`config.mk`:
```
export PLATFORM = sky130hd
export DESIGN_NAME = hit_window_acc
export DESIGN_NICKNAME = d
export VERILOG_FILES = /design/src/rtl/hit_window_pkg.sv /design/src/rtl/hit_window_slot.sv /design/src/rtl/hit_window_acc.sv
export SDC_FILE = /design/constraint.sdc
export NUM_CORES = 1
export LEC_CHECK = 0
export CAP_MARGIN = 10
export CORE_MARGIN = 2
export CORE_UTILIZATION = 46
export DETAILED_ROUTE_END_ITERATION = 16
export PLACE_DENSITY = 0.71
export SYNTH_ARGS = -nofsm -noshare
export SYNTH_HDL_FRONTEND = slang
export SYNTH_SLANG_ARGS = --single-unit
```
`constraint.sdc`:
```
create_clock -name i_clk -period 1.65 [get_ports i_clk]
set_input_delay 0.2475 -clock i_clk [delete_from_list [all_inputs] [get_ports i_clk]]
set_output_delay 0.2475 -clock i_clk [all_outputs]
set_load 0.02 [all_outputs]
```
`src/rtl/hit_window_pkg.sv`:
```
// Shared types and constants for the windowed hit accumulator.
package hit_window_pkg;

   typedef enum logic {
      S_IDLE = 1'b0,
      S_ACC  = 1'b1
   } win_state_t;

   localparam int               DROP_W   = 8;
   localparam logic [DROP_W-1:0] DROP_MAX = 8'd255;

endpackage

```
`src/rtl/hit_window_slot.sv`:
```
// Single-entry valid/ready output register with a saturating counter of
// results that arrived while the slot was still occupied.
module hit_window_slot
   import hit_window_pkg::*;
#(
   parameter int CNT_W = 5
) (
   input  logic              i_clk,
   input  logic              i_rst,
   input  logic [CNT_W-1:0]  i_res_cnt,
   input  logic              i_res_over,
   input  logic              i_res_stb,
   input  logic              i_rdy,
   output logic [CNT_W-1:0]  o_cnt,
   output logic              o_over,
   output logic              o_vld,
   output logic [DROP_W-1:0] o_drop_cnt
);

   logic [CNT_W-1:0]  r_cnt;
   logic              r_over;
   logic              r_vld;
   logic [DROP_W-1:0] r_drop_cnt;
   logic              w_free;

   // A held result leaving this edge frees the slot for a new one.
   assign w_free = ~r_vld | i_rdy;

   always_ff @(posedge i_clk or posedge i_rst) begin
      if (i_rst) begin
         r_cnt      <= '0;
         r_over     <= 1'b0;
         r_vld      <= 1'b0;
         r_drop_cnt <= '0;
      end else begin
         if (i_res_stb && w_free) begin
            r_cnt  <= i_res_cnt;
            r_over <= i_res_over;
            r_vld  <= 1'b1;
         end else if (r_vld && i_rdy) begin
            r_vld <= 1'b0;
         end

         if (i_res_stb && !w_free && (r_drop_cnt != DROP_MAX)) begin
            r_drop_cnt <= r_drop_cnt + 1'b1;
         end
      end
   end

   assign o_cnt      = r_cnt;
   assign o_over     = r_over;
   assign o_vld      = r_vld;
   assign o_drop_cnt = r_drop_cnt;

endmodule

```
`src/rtl/hit_window_acc.sv`:
```
// Counts set reduction results over windows of WINDOW_LEN valid samples and
// presents each window's count and threshold flag through a one-entry slot.
module hit_window_acc
   import hit_window_pkg::*;
#(
   parameter int WINDOW_LEN = 16,
   parameter int THRESH     = 8,
   localparam int CNT_W     = $clog2(WINDOW_LEN + 1)
) (
   input  logic              i_clk,
   input  logic              i_rst,
   input  logic              i_hit,
   input  logic              i_hit_vld,
   input  logic              i_clr,
   output logic [CNT_W-1:0]  o_cnt,
   output logic              o_over,
   output logic              o_vld,
   input  logic              i_rdy,
   output logic              o_busy,
   output logic [DROP_W-1:0] o_drop_cnt
);

   localparam logic [CNT_W-1:0] LAST_IDX = CNT_W'(WINDOW_LEN - 1);
   localparam logic [CNT_W-1:0] THRESH_C = CNT_W'(THRESH);

   win_state_t       r_state;
   win_state_t       w_state_next;
   logic [CNT_W-1:0] r_smp_cnt;
   logic [CNT_W-1:0] r_hit_cnt;
   logic             w_last;
   logic             w_res_stb;
   logic [CNT_W-1:0] w_result;
   logic             w_over;

   assign w_last    = i_hit_vld && (r_smp_cnt == LAST_IDX);
   // A clear on the closing sample discards the window entirely.
   assign w_res_stb = w_last && !i_clr;
   assign w_result  = r_hit_cnt + {{(CNT_W-1){1'b0}}, i_hit};
   assign w_over    = (w_result >= THRESH_C);

   always_ff @(posedge i_clk or posedge i_rst) begin
      if (i_rst) begin
         r_state <= S_IDLE;
      end else begin
         r_state <= w_state_next;
      end
   end

   always_comb begin
      w_state_next = r_state;
      case (r_state)
         S_IDLE: begin
            if (!i_clr && i_hit_vld) begin
               w_state_next = S_ACC;
            end
         end
         S_ACC: begin
            if (i_clr || w_last) begin
               w_state_next = S_IDLE;
            end
         end
         default: w_state_next = S_IDLE;
      endcase
   end

   always_ff @(posedge i_clk or posedge i_rst) begin
      if (i_rst) begin
         r_smp_cnt <= '0;
         r_hit_cnt <= '0;
      end else if (i_clr || w_last) begin
         r_smp_cnt <= '0;
         r_hit_cnt <= '0;
      end else if (i_hit_vld) begin
         r_smp_cnt <= r_smp_cnt + 1'b1;
         r_hit_cnt <= w_result;
      end
   end

   assign o_busy = (r_state == S_ACC);

   hit_window_slot #(
      .CNT_W (CNT_W)
   ) u_slot (
      .i_clk      (i_clk),
      .i_rst      (i_rst),
      .i_res_cnt  (w_result),
      .i_res_over (w_over),
      .i_res_stb  (w_res_stb),
      .i_rdy      (i_rdy),
      .o_cnt      (o_cnt),
      .o_over     (o_over),
      .o_vld      (o_vld),
      .o_drop_cnt (o_drop_cnt)
   );

endmodule

```
==> results of run 1 <==
## registers in the layout, indices dropped and copies added (netlist names)
name and flops:
u_slot.o_cnt 5, r_hit_cnt 5, u_slot.o_drop_cnt 8, r_smp_cnt 5, u_slot.o_over 1, o_busy 1, u_slot.o_vld 1
## how the worst min path moves through the flow
stage | slack, ns | depth (start not counted) | from | end
finish | 0.30 | 3 | i_rst | r_smp_cnt[4]
global route | 0.32 | 3 | i_rst | r_smp_cnt[1]
CTS | 0.31 | 3 | i_rst | u_slot.o_drop_cnt[0]
detailed placement | 0.48 | 1 | u_slot.o_cnt[3] | u_slot.o_cnt[3]
global placement | 0.47 | 1 | u_slot.o_cnt[4] | u_slot.o_cnt[4]
floorplan | 0.29 | 1 | i_rst | o_busy
## kinds of logic after synthesis
kind of cell / after synthesis
muxes: 8
AOI/OAI and AO/OA: 17
DFF: 26
adders and majority gates: 5
xor gates and xnor gates: 7
and+or+nand+nor: 54
buffers and inverters: 7
## final cells by class
class / count / area, um2 / area share (%)
multi-input combinational: 91 / 703 / 38.6
sequential: 26 / 653 / 35.8
timing repair buffer: 43 / 390 / 21.4
tap: 31 / 38.8 / 2.13
clock buffer: 4 / 26.3 / 1.44
inverter: 3 / 11.3 / 0.618
## worst register-to-register path, delay by kind of cell, from the launching register on
family	cells	cell delay (ns)
flops	1	0.39
simple gates	4	0.58
mux	1	0.29
fa+ha+maj	2	0.34
## metal layers
| layer | share of wire (%) | up-vias | track usage (%) |
|---|---|---|---|
| met5 | 0 | - | 0 |
| met4 | 0.63 | 0 | 3.99 |
| met1 | 47 | 495 | 24.2 |
| li1 | - | 512 | - |
| met3 | 3.0 | 2 | 2.04 |
| met2 | 50 | 18 | 30.0 |
## power groups by stage
| stage | logic [mW] | clock network, mW | registers (mW) |
|---|---|---|---|
| after detailed placement | 0.0890 | 0 | 0.662 |
| after global routing | 0.105 | 0.304 | 0.652 |
| after global placement | 0.0871 | 0 | 0.662 |
| final | 0.0949 | 0.273 | 0.651 |
| after CTS | 0.0899 | 0.282 | 0.650 |
| after floorplan | 0.0420 | 0 | 0.664 |
## layout by cell type, fill, tap and decap left out, drive strengths merged, types with 5 or more instances in the layout
cell and n:
buf 22, nand3 10, clkdlybuf4s50 12, mux2 8, a21oi 10, ha 5
nor2 12, dfrtp 26, nor2b 6, dlymetal6s2s 5, xnor2 6, nand2b 6
nand2 9
## what timing repair did
action | 4_1_cts | 5_1_grt
pin swaps | 4 | 8
resized for setup | 9 | 17
setup endpoints to repair | 20 | 27
buffers inserted | 1 | 2
endpoints found under the hold margin | 0 | 0
==> flow_metrics.tcl, run 1 <==
set metrics [dict create \
    ff2ff_path_depth 7 \
    cts_buffers 3 \
    die_h_um 57.1 \
    place_congestion 0.806 \
    synth_warnings 0 \
    grt_use_total_pct 17.6 \
    critPathMaxFanout 5 \
    cts_root_buf "clkbuf_4" \
    drive_gt1_share_pct 30.5 \
    yosys.area.top_type "dfrtp_1" \
    vias_per_cell 5.19 \
    yosysTopAreaCellShare_pct 50.1 \
    cp_num_cells 7 \
    nNetsFinal 179 \
    port_buffers 21 \
    fillers 226 \
    min_period_ns 1.71 \
    setup_viol 8 \
    synthesis.instances 124 \
    clock_latency_ns 0.31 \
    slew_headroom_pct 77.6 \
    antenna_cells 0 \
    ys_top_cells_by_count "dfrtp_1, nor2_1, a21oi_1, nand3_1, nand2_1" \
    drtAntennaViolNets 0 \
    antenna_found_initial 0 \
    die_area_um2 3260 \
    synth_top_family_by_area "simple AND/OR/NAND/NOR gates" \
    cpLargestDelayFamily "simple AND/OR/NAND/NOR gates" \
    grt_pass1_wl_um 4580 \
    synth_xor_area_share_pct 4.72 \
    wire_per_inst_um 13.5 \
    status "complete, but fails checks" \
    synth_nets 135 \
    worst_r2r_endpoint "u_slot.o_drop_cnt[1]" \
    utilization_pct 67.3 \
    regToRegStartpoint "r_smp_cnt[1]" \
    crit_path_end_kind "flip-flop" \
    synth_area_leaders "dfrtp_1, mux2_1, ha_1" \
    power_density_nw_per_um2 559 \
    pwr-share-seq_pct 63.9 \
    p_comb_share_pct 9.3 \
    synth_edf_count 0 \
    avgSynthCellArea_um2 10.5 \
    violations "negative setup slack" \
    finClkSkew_ns 0.00702 \
    slowest_stage "dfrtp_1" \
    p_sw_uw 232 \
    async_flop_share_pct 100 \
    crit_start "r_smp_cnt[1]" \
    yosysUniqueCellTypes 33 \
    yosysSeqAreaShare_pct 50.1 \
    synth-seq-cells 26 \
    timing.critical_path.arrival_ns 1.92 \
    clock_power_share_pct 26.8 \
    grt_pass1_vias 1038 \
    ir_drop_uv 535 \
    totalPowerFinal_mw 1.02 \
    ios 22 \
    tightest_slew_ns 0.336 \
    drtPass1Iterations 4 \
    ctsHoldBuffers 0 \
    area_delta_synth_final_pct 40.4 \
    syn_area_um2 1300 \
    row_count 19 \
    finalHoldWorstSlack_ns 0.301 \
    ff2ff_setup_slack_ns -0.06 \
    clkTransAtPathRegs_ns 0.14 \
    fp.coreArea_um2 2710 \
    dp.cells 191 \
    critPathCapture "u_slot.o_drop_cnt[1]" \
    synth_compound_area_share_pct 7.13 \
    placed_area_um2 1710 \
    crit_required_ns 1.86 \
    clockBufferDepth 2 \
    synthSimpleGateAreaFrac_pct 23.8 \
    die_w_um 57.1 \
    p_leak_nw 0.927 \
    synth.most_common_cell "dfrtp_1" \
    drv_slew 0 \
    place_ws_ns -0.0965 \
    finalNonFillerCells 198 \
    drc_errors 0 \
    max_freq_mhz 585 \
    worstSetupPathType "reg -> reg" \
    yosys.area_share.adder_pct 4.82 \
    path_cells "ha_2 -> and3_4 -> ha_4 -> nand3b_4 -> nor2_4 -> and2_4 -> mux2_4" \
    cts.sink_count 26 \
    sw_frac_of_total_pct 22.8 \
    gr-total-overflow 0 \
    hp-class "in -> async" \
    start_kind "flip-flop" \
    cts.htree.levels 1 \
    hold_viol 0 \
    grt_max_degree 27 \
    vias 1027 \
    path_buf_inv 0 \
    slowest_delay_ns 0.39 \
    hpwl_um 1980 \
    start_util_pct 47.9 \
    synthMuxAreaShare_pct 7.23 \
    period_share_pct 104 \
    wirelength_um 2680 \
    max_cap_viol_count 0 \
    setup_tns_ns -0.312 \
    timing.final.ws_setup_ns -0.0591 \
    cts_tree "done" \
    drtIter0Drc 25 \
    rsz0062_at_grt "true" \
    ys_dominant_reg_cell "dfrtp_1" \
    power.internal_uw 787 \
    final_area_um2 1820 \
]
(Power assumes the default switching activity.)
==> run 2, diff against run 1 <==
Settings changed: GPL_ROUTABILITY_DRIVEN set to 0.
==> results of run 2 <==
The final DEF is identical to that of run 1; final timing and power are the same.
==> run 3, diff against run 2 <==
Settings changed: CORE_ASPECT_RATIO set to 1.1.
==> flow_metrics.tcl, run 3 (synthesized netlist as in run 1, its figures left out) <==
set metrics [dict create \
    status "complete, but fails checks" \
    violations "negative setup slack" \
    totalPowerFinal_mw 1.17 \
    timing.critical_path.arrival_ns 1.98 \
    antenna_found_initial 0 \
    p_leak_nw 0.888 \
    p_sw_uw 231 \
    final_area_um2 1840 \
    clock_power_share_pct 36.4 \
    max_freq_mhz 579 \
    crit_required_ns 1.90 \
    cts.sink_count 26 \
    drv_slew 0 \
    vias_per_cell 5.20 \
    critPathMaxFanout 5 \
    cts.htree.levels 1 \
    pwr-share-seq_pct 55.7 \
    port_buffers 21 \
    hold_viol 0 \
    ir_drop_uv 567 \
    clkTransAtPathRegs_ns 0.14 \
    drtPass1Iterations 4 \
    row_count 20 \
    setup_tns_ns -0.349 \
    slowest_stage "nor4_1" \
    drive_gt1_share_pct 31.1 \
    clock_latency_ns 0.31 \
    path_cells "ha_2 -> and3_4 -> ha_4 -> nand3b_4 -> nor4_1 -> nor2_1 -> a21oi_1" \
    die_h_um 59.7 \
    mostFrequentLayoutCells "dfrtp_1, buf_4, clkdlybuf4s50_1, nor2_1, a21oi_1" \
    hp-class "in -> async" \
    antenna_cells 0 \
    cts_buffers 3 \
    setup_viol 8 \
    cts_root_buf "clkbuf_4" \
    area_delta_synth_final_pct 42.0 \
    period_share_pct 105 \
    wire_per_inst_um 13.7 \
    slew_headroom_pct 72.9 \
    hpwl_um 2030 \
    power_density_nw_per_um2 633 \
    path_buf_inv 0 \
    clockBufferDepth 2 \
    cpLargestDelayFamily "simple AND/OR/NAND/NOR gates" \
    wirelength_um 2740 \
    grt_pass1_vias 1034 \
    drtAntennaViolNets 0 \
    finClkSkew_ns 0.0132 \
    grt_pass1_wl_um 4400 \
    placed_area_um2 1720 \
    grt_max_degree 27 \
    sw_frac_of_total_pct 19.8 \
    drc_errors 0 \
    min_period_ns 1.73 \
    vias 1039 \
    ios 22 \
    p_comb_share_pct 7.9 \
    crit_path_end_kind "flip-flop" \
    nNetsFinal 179 \
    utilization_pct 67.6 \
    largest_reg_flops 8 \
    die_area_um2 3260 \
    gr-total-overflow 0 \
    start_util_pct 47.6 \
    slowest_delay_ns 0.43 \
    die_w_um 54.7 \
    cts_tree "done" \
    drtIter0Drc 10 \
    max_cap_viol_count 0 \
    power.internal_uw 937 \
    ctsHoldBuffers 0 \
    start_kind "flip-flop" \
    grt_use_total_pct 18.4 \
    fp.coreArea_um2 2730 \
    rsz0062_at_grt "true" \
    timing.final.ws_setup_ns -0.0785 \
    worstSetupPathType "reg -> reg" \
    final_common_cell "dfrtp_1" \
    tightest_slew_ns 0.403 \
]
==> run 3: cell types whose count changed in the layout (fill, tap and decap cells not counted), sizes merged <==
cell           delta
clkbuf            -1
clkdlybuf4s50     +1
dlygate4sd2       +3
dlymetal6s2s      -4
bufinv            +1
==> run 3: what timing repair did <==
item / CTS / global route
endpoints found under the setup margin: 16 / 19
gates resized for setup: 12 / 11
pin swaps: 3 / 5
buffers inserted: 2 / 1
==> run 3: worst paths after layout <==
path | from | end | slack, ns | cells after the start
hold reg to reg | u_slot.o_cnt[4] | u_slot.o_cnt[4] | 0.53 | 1
hold / removal | i_rst | u_slot.o_cnt[2] | 0.28 | 3
setup / recovery | r_smp_cnt[1] | u_slot.o_drop_cnt[6] | -0.08 | 7
max in group asynchronous | i_rst | u_slot.o_drop_cnt[0] | 1.09 | 3
min in group i_clk | u_slot.o_cnt[4] | u_slot.o_cnt[4] | 0.53 | 1
setup reg to reg | r_smp_cnt[1] | u_slot.o_drop_cnt[6] | -0.08 | 7
==> run 3: layer usage <==
metal	global-route usage (%)	vias to the layer above	wire length (um)
met5	0	-	0
met4	5.00	0	17
met3	2.25	2	89
met2	32.8	19	1380
met1	22.9	504	1250
li1	-	514	-
==> run 3: worst min-delay path, stage by stage <==
cell and delay (ns):
clkdlybuf4s50_1 0.40, inv_1 0.06, buf_4 0.31
==> run 3: metrics by stage <==
stage,hold WS [ns],worst slack (ns),std cells
global placement,0.470,-0.0601,193
finish,0.282,-0.0785,200
global route,0.332,-0.155,200
floorplan,0.287,-0.0187,124
detailed placement,0.478,-0.0848,193
CTS,0.293,-0.0483,199
==> run 3: final cells by class <==
class,count,area [um2]
inverter,3,11.3
timing repair buffer,43,373
tap,33,41.3
fill,219,883
sequential,26,653
multi-input combinational,91,713
clock buffer,3,22.5
clock inverter,1,30.0
==> run 3: power groups by stage <==
stage | clock [mW] | combinational, mW | sequential (mW)
3_5_place_dp | 0 | 0.0904 | 0.662
2_1_floorplan | 0 | 0.0420 | 0.664
6_report | 0.425 | 0.0928 | 0.651
4_1_cts | 0.438 | 0.0909 | 0.651
3_3_place_gp | 0 | 0.0868 | 0.662
5_1_grt | 0.462 | 0.103 | 0.652
